[config.mk]
export PLATFORM = sky130hd
export DESIGN_NAME = systolic_feeder
export DESIGN_NICKNAME = d
export VERILOG_FILES = /design/src/rtl/tpu_pkg.sv /design/src/rtl/systolic_feeder_tile_buffer.sv /design/src/rtl/systolic_feeder.sv
export SDC_FILE = /design/constraint.sdc
export NUM_CORES = 2
export LEC_CHECK = 0
export CAP_MARGIN = 40
export CELL_PAD_IN_SITES_DETAIL_PLACEMENT = 0
export CELL_PAD_IN_SITES_GLOBAL_PLACEMENT = 1
export CORE_MARGIN = 4
export CORE_UTILIZATION = 51
export DETAILED_ROUTE_END_ITERATION = 6
export PLACE_DENSITY_LB_ADDON = 0.1
export SYNTH_ARGS = -nofsm -noshare
export SYNTH_HDL_FRONTEND = slang
export SYNTH_SLANG_ARGS = --single-unit
[constraint.sdc]
create_clock -name clk -period 78.4 [get_ports clk]
set_input_delay 11.76 -clock clk [delete_from_list [all_inputs] [get_ports clk]]
set_output_delay 11.76 -clock clk [all_outputs]
set_load 0.01 [all_outputs]
[src/rtl/tpu_pkg.sv]
`default_nettype none
// tpu_pkg: shared operand type, feeder state encoding and tile sizing helpers.
// Rev 1.0
package tpu_pkg;

  localparam int DW = 32;

  typedef logic [DW-1:0] word_t;

  typedef enum logic [2:0] {
    LOAD   = 3'd0,
    CLEAR  = 3'd1,
    STREAM = 3'd2,
    DRAIN  = 3'd3,
    DONE   = 3'd4
  } feeder_state_t;

  // Cycles needed to push a K-deep tile through the wider edge of the skew.
  function automatic int skew_len(input int k, input int n, input int m);
    return k + ((n > m) ? n : m) - 1;
  endfunction

  function automatic int idx_width(input int k);
    return (k > 1) ? $clog2(k) : 1;
  endfunction

endpackage
`default_nettype wire

[src/rtl/systolic_feeder_tile_buffer.sv]
`default_nettype none
// tile_buffer: K-entry operand store, one beat-wide write port, one read index per lane.
// Rev 1.0
module tile_buffer
  import tpu_pkg::*;
#(
  parameter int W  = 8,
  parameter int K  = 8,
  parameter int IW = idx_width(K)
) (
  input  logic            clk,
  input  logic            we_i,
  input  logic [IW-1:0]   wr_idx_i,
  input  logic [W*DW-1:0] wr_data_i,
  input  logic [W*IW-1:0] rd_idx_i,
  output logic [W*DW-1:0] rd_data_o
);

  word_t mem_q [K][W];

  always_ff @(posedge clk) begin
    if (we_i) begin
      for (int l = 0; l < W; l++) begin
        mem_q[wr_idx_i][l] <= wr_data_i[l*DW +: DW];
      end
    end
  end

  // Each lane reads its own beat so the skew needs no shift registers.
  for (genvar l = 0; l < W; l++) begin : g_lane
    assign rd_data_o[l*DW +: DW] = mem_q[rd_idx_i[l*IW +: IW]][l];
  end

endmodule
`default_nettype wire

[src/rtl/systolic_feeder.sv]
`default_nettype none
// systolic_feeder: buffers one K-deep operand tile and replays it diagonally skewed into the array.
// Rev 1.0
module systolic_feeder
  import tpu_pkg::*;
#(
  parameter int N      = 8,
  parameter int M      = 8,
  parameter int K      = 8,
  parameter int PE_LAT = 1
) (
  input  logic            clk,
  input  logic            rst,
  input  logic            in_valid,
  output logic            in_ready,
  input  logic [N*DW-1:0] in_a,
  input  logic [M*DW-1:0] in_b,
  output logic            arr_clr,
  output logic            out_valid,
  output logic [N*DW-1:0] out_a,
  output logic [M*DW-1:0] out_b,
  output logic            res_valid,
  input  logic            res_ready
);

  localparam int T  = skew_len(K, N, M);
  localparam int D  = (N - 1) + (M - 1) + PE_LAT;
  localparam int BW = $clog2(K + 1);
  localparam int CW = $clog2(T + D + 1);
  localparam int IW = idx_width(K);

  feeder_state_t   state_q;
  logic [BW-1:0]   beat_q;
  logic [CW-1:0]   cnt_q;
  logic            in_ready_q;
  logic            arr_clr_q;
  logic            out_valid_q;
  logic            res_valid_q;
  logic [N*DW-1:0] out_a_q;
  logic [M*DW-1:0] out_b_q;

  logic            wr_en;
  logic [CW-1:0]   s_cur;
  logic [N*IW-1:0] a_idx;
  logic [M*IW-1:0] b_idx;
  logic [N*DW-1:0] a_rd;
  logic [M*DW-1:0] b_rd;
  logic [N*DW-1:0] a_stream_d;
  logic [M*DW-1:0] b_stream_d;

  assign wr_en = in_valid && in_ready_q && (state_q == LOAD);

  // Registered outputs lead by one cycle: CLEAR prepares stream cycle 0, STREAM prepares cnt_q.
  assign s_cur = (state_q == CLEAR) ? '0 : cnt_q;

  tile_buffer #(
    .W  (N),
    .K  (K),
    .IW (IW)
  ) u_buf_a (
    .clk       (clk),
    .we_i      (wr_en),
    .wr_idx_i  (beat_q[IW-1:0]),
    .wr_data_i (in_a),
    .rd_idx_i  (a_idx),
    .rd_data_o (a_rd)
  );

  tile_buffer #(
    .W  (M),
    .K  (K),
    .IW (IW)
  ) u_buf_b (
    .clk       (clk),
    .we_i      (wr_en),
    .wr_idx_i  (beat_q[IW-1:0]),
    .wr_data_i (in_b),
    .rd_idx_i  (b_idx),
    .rd_data_o (b_rd)
  );

  for (genvar i = 0; i < N; i++) begin : g_a_lane
    logic [CW-1:0] off;
    logic          live;
    assign off  = s_cur - CW'(i);
    assign live = (s_cur >= CW'(i)) && (off < CW'(K));
    assign a_idx[i*IW +: IW]      = live ? off[IW-1:0] : '0;
    assign a_stream_d[i*DW +: DW] = live ? a_rd[i*DW +: DW] : '0;
  end

  for (genvar j = 0; j < M; j++) begin : g_b_lane
    logic [CW-1:0] off;
    logic          live;
    assign off  = s_cur - CW'(j);
    assign live = (s_cur >= CW'(j)) && (off < CW'(K));
    assign b_idx[j*IW +: IW]      = live ? off[IW-1:0] : '0;
    assign b_stream_d[j*DW +: DW] = live ? b_rd[j*DW +: DW] : '0;
  end

  always_ff @(posedge clk) begin
    if (!rst) begin
      state_q     <= LOAD;
      beat_q      <= '0;
      cnt_q       <= '0;
      in_ready_q  <= 1'b0;
      arr_clr_q   <= 1'b0;
      out_valid_q <= 1'b0;
      res_valid_q <= 1'b0;
      out_a_q     <= '0;
      out_b_q     <= '0;
    end else begin
      case (state_q)
        LOAD: begin
          in_ready_q <= 1'b1;
          if (in_valid && in_ready_q) begin
            if (beat_q == BW'(K - 1)) begin
              state_q    <= CLEAR;
              in_ready_q <= 1'b0;
              arr_clr_q  <= 1'b1;
              beat_q     <= '0;
            end else begin
              beat_q <= beat_q + BW'(1);
            end
          end
        end
        CLEAR: begin
          arr_clr_q   <= 1'b0;
          out_valid_q <= 1'b1;
          out_a_q     <= a_stream_d;
          out_b_q     <= b_stream_d;
          cnt_q       <= CW'(1);
          state_q     <= STREAM;
        end
        STREAM: begin
          cnt_q <= cnt_q + CW'(1);
          if (cnt_q == CW'(T)) begin
            out_valid_q <= 1'b0;
            out_a_q     <= '0;
            out_b_q     <= '0;
            state_q     <= DRAIN;
          end else begin
            out_a_q <= a_stream_d;
            out_b_q <= b_stream_d;
          end
        end
        DRAIN: begin
          cnt_q <= cnt_q + CW'(1);
          if (cnt_q == CW'(T + D)) begin
            cnt_q       <= '0;
            res_valid_q <= 1'b1;
            state_q     <= DONE;
          end
        end
        DONE: begin
          if (res_ready) begin
            res_valid_q <= 1'b0;
            in_ready_q  <= 1'b1;
            beat_q      <= '0;
            state_q     <= LOAD;
          end
        end
        default: begin
          state_q <= LOAD;
        end
      endcase
    end
  end

  assign in_ready  = in_ready_q;
  assign arr_clr   = arr_clr_q;
  assign out_valid = out_valid_q;
  assign out_a     = out_a_q;
  assign out_b     = out_b_q;
  assign res_valid = res_valid_q;

endmodule
`default_nettype wire

==> flow_summary.toml <==
[cts]
cts.path.max_buffers = 4
tritoncts = "built"
ctsRootBufferMaster = "clkbuf_16"
post-cts-setup-buffers = 0
cts.htree.levels = 5
cts_sinks = 4624
worstSkewPairLatency_ns = 0.99
cts.repair.resized = 0
postCtsHoldBufs = 0
clock_slew_at_the_register_clock_pins_of_the_worst_setup_and_hold_paths_ns = 0.06
cts_buffers = 467

[synth]
syn_inst = 10618
synth_seq_cells = 4624
number_of_enable_flip_flop_cells_after_synthesis = 4096
post-synth-top-area-cell = "edfxtp_1"
synth_top_flop_cell = "edfxtp_1"
syn-mean-instance-area_um2 = 16.3
synth_async_sr_flop_share_pct = 0
syn-num-nets = 11141
netlist_area_mm2 = 0.173
ys_top_cells_by_area = "edfxtp_1, dfxtp_1, nand2_1, mux2i_1, mux4_2"
yosys_warnings = 0
synth_cell_types = 94
synth_sequential_area_ratio_pct = 77.1
synth_top_area_share_pct = 71.0

[power_and_ir_drop]
p_total_mw = 5.93
p_leak_nw = 67.4
vdd_drop_max_mv = 0.0368
power_per_cell_area_mw_per_mm2 = 28.8

[floorplanning]
rows = 213
die_area_mm2 = 0.349
floorplan.die.height_um = 591
die_width_um = 591
core_area_mm2 = 0.337
io-pin-count = 1032
floorplan.initialDensity_pct = 51.3

[routing]
first_pass_iters = 5
initialDrtViolationCount = 10092
wl_per_cell_um = 30.1
postRouteAntennaNets = 0
drc = 0
route.detailed.vias_per_inst = 6.19
dr_total_vias = 103081
final_wirelength_um = 501000

[sta]
final.setup_skew_ns = 0.0564
tightestPinTransition_ns = 1.18
report.final.slew_viol_count = 0
rsz0062_at_grt = "false"
timing.final.crit_share_pct = 20.0
max_freq_ghz = 0.0639
timing.final.setup_violations = 0
postLayoutSetupSlackWorst_ns = 62.74
timing_hold_violations_final = 0
slew_headroom_pct = 21.4
period_minus_slack_ns = 15.66
setup-tns-final_ns = 0

[critical_path]
cp_common_cell = "buf_4"
critical_path.startpoint_type = "primary input"
slowest_stage = "buf_4"
path_class = "primary input to register"
critical_path.cell_chain = "clkdlybuf4s50_1 > nand2_1 > nor2b_1 > nand2_1 > nor3_2 > buf_4 > buf_4 > buf_16 > buf_4 > buf_12 > buf_12"
timing.critical_path.required_ns = 78.96
worst_reg2reg_path_depth = 14
setup.reg_to_reg.worst_slack_ns = 72.27
critPathMaxStageDelay_ns = 0.71
critPathMaxFanout = 90
worstSetupEndpointType = "register"
r2r-end = "out_a[75]"
critPathArrivalTime_ns = 16.22
crit-reg2reg-launch = "state_q[2]"

[outcome]
run_status = "completed"

[min_path]
hold_path_startpoint = "out_a[170]"
worstHoldEndpoint = "out_a[170]"
worst_hold_path_type = "register to register"
worst_hold_path_stage_count = 2

[grt]
grt_first_pass_wirelength_um = 717000
overflow = 0
first_global_vias = 101862
antenna_found_initial = 190
grt_util_all_layers_pct = 27.8
grt_max_degree = 166

[finish]
count_of_placed_standard_cells_in_the_final_layout_fillers_left_out = 16658
nFillCells = 24841
design.final.nets = 12159
ff_latch_area_mm2 = 0.134
multiInputGateArea_mm2 = 0.0369
final_core_util_pct = 61.1
drive_gt1_share_pct = 12.2
synthToLayoutAreaGrowth_pct = 19.0

[placed_design]
routabilityCongestion = 0.807
placedCellCount = 15682
dp_hpwl_um = 280000
io_buffers = 1031
pre_cts_slack_ns = 61.78

[flow_run]
maximum_capacitance_violations = 0
how the worst max path moves through the flow:
| stage | from | endpoint | slack (ns) | depth (start not counted) |
|---|---|---|---|---|
| floorplan | in_valid | u_buf_a.mem_q[0][0] | 15.57 | 2 |
| global placement | in_valid | u_buf_b.mem_q[4][17] | 61.29 | 7 |
| detailed placement | in_valid | u_buf_b.mem_q[1][154] | 61.78 | 11 |
| CTS | in_valid | u_buf_b.mem_q[1][69] | 62.80 | 11 |
| global route | in_valid | u_buf_b.mem_q[1][69] | 62.58 | 11 |
| finish | in_valid | u_buf_b.mem_q[1][69] | 62.74 | 11 |
layout make-up:
type,count,area share (%)
inverter,11,0.0322
tap,4515,2.74
antenna,89,0.108
clock buffer,628,6.25
timing repair buffer,1294,6.74
sequential,4624,64.8
multi-input combinational,5238,17.9
clock inverter,259,1.41
cells by family after synthesis:
kind of cell    Yosys count  synth area share (%)
compound gates         2383                  10.2
xor+xnor                  8                0.0405
fa+ha+maj                 7                0.0506
buf+inv                 756                  1.86
flops                  4624                  77.1
mux                     717                  5.31
simple gates           2123                  5.44
Yosys cell counts, drive strengths merged, types with 8 or more instances:
library cell  number
edfxtp          4096
nand2           1476
dfxtp            528
clkbuf           490
o21ai            426
mux2i            364
a221oi           292
a21oi            286
buf              255
mux2             213
a221o            207
nand3            193
a211oi           179
a31oi            151
mux4             140
a32o             117
and3              93
o22ai             87
a22oi             80
o211ai            80
nor3              78
o221ai            74
nor2              72
a311oi            68
a22o              66
a21o              65
and4              64
nand4             55
a31o              48
a222oi            26
a32oi             26
o21a              24
o31ai             24
or4               23
o311a             20
or3               15
inv               11
nor2b             10
nand2b             9
o41a               9
and2               8
nor4               8
state kept, by name, indices dropped and copies added, names as in the netlist:
register	count
state_q	3
in_ready	1
arr_clr	1
out_valid	1
out_b	256
u_buf_b.mem_q	2048
cnt_q	5
res_valid	1
u_buf_a.mem_q	2048
beat_q	4
out_a	256
worst max-delay path, delay by kind of cell:
kind	cells	cell delay [ns]
buffers and inverters	7	3.23
and+or+nand+nor	4	0.95
stage by stage:
stage / instance area (um2) / hold WS, ns
global placement: 188000 / 0.438
detailed placement: 190000 / 0.444
floorplan: 173000 / 0.471
global route: 206000 / 0.492
finish: 206000 / 0.453
CTS: 206000 / 0.459
layer usage:
metal	vias to the layer above	routed length, um	part of all wire, %	global-route usage [%]
met5	-	781	0.16	0
met4	128	17100	3.4	9.74
met3	813	48400	9.7	7.54
met2	4353	234000	47	43.6
met1	53077	201000	40	37.8
li1	44710	-	-	-
where the power goes:
part / switching [mW] / leakage [nW] / internal (mW)
logic: 0.593 / 18.4 / 0.284
clock network: 0.939 / 7.76 / 1.32
registers: 0.0330 / 41.2 / 2.76
placed cells by master, fill, tap and decap left out, types with 150 or more instances in the layout:
cell             synthesis  routed
mux2i_1                364     364
a221oi_1               292     292
edfxtp_1              4096    4096
nand3_1                192     189
a211oi_1               177     177
mux2_2                 211     211
dfxtp_1                528     524
buf_4                   21     163
a31oi_1                150     150
o21ai_0                389     388
clkbuf_16                0     468
nand2_1               1474    1469
a221o_1                207     207
clkdlybuf4s50_1          0    1030
a21oi_1                286     285
Power figures use the tool's default switching activity.
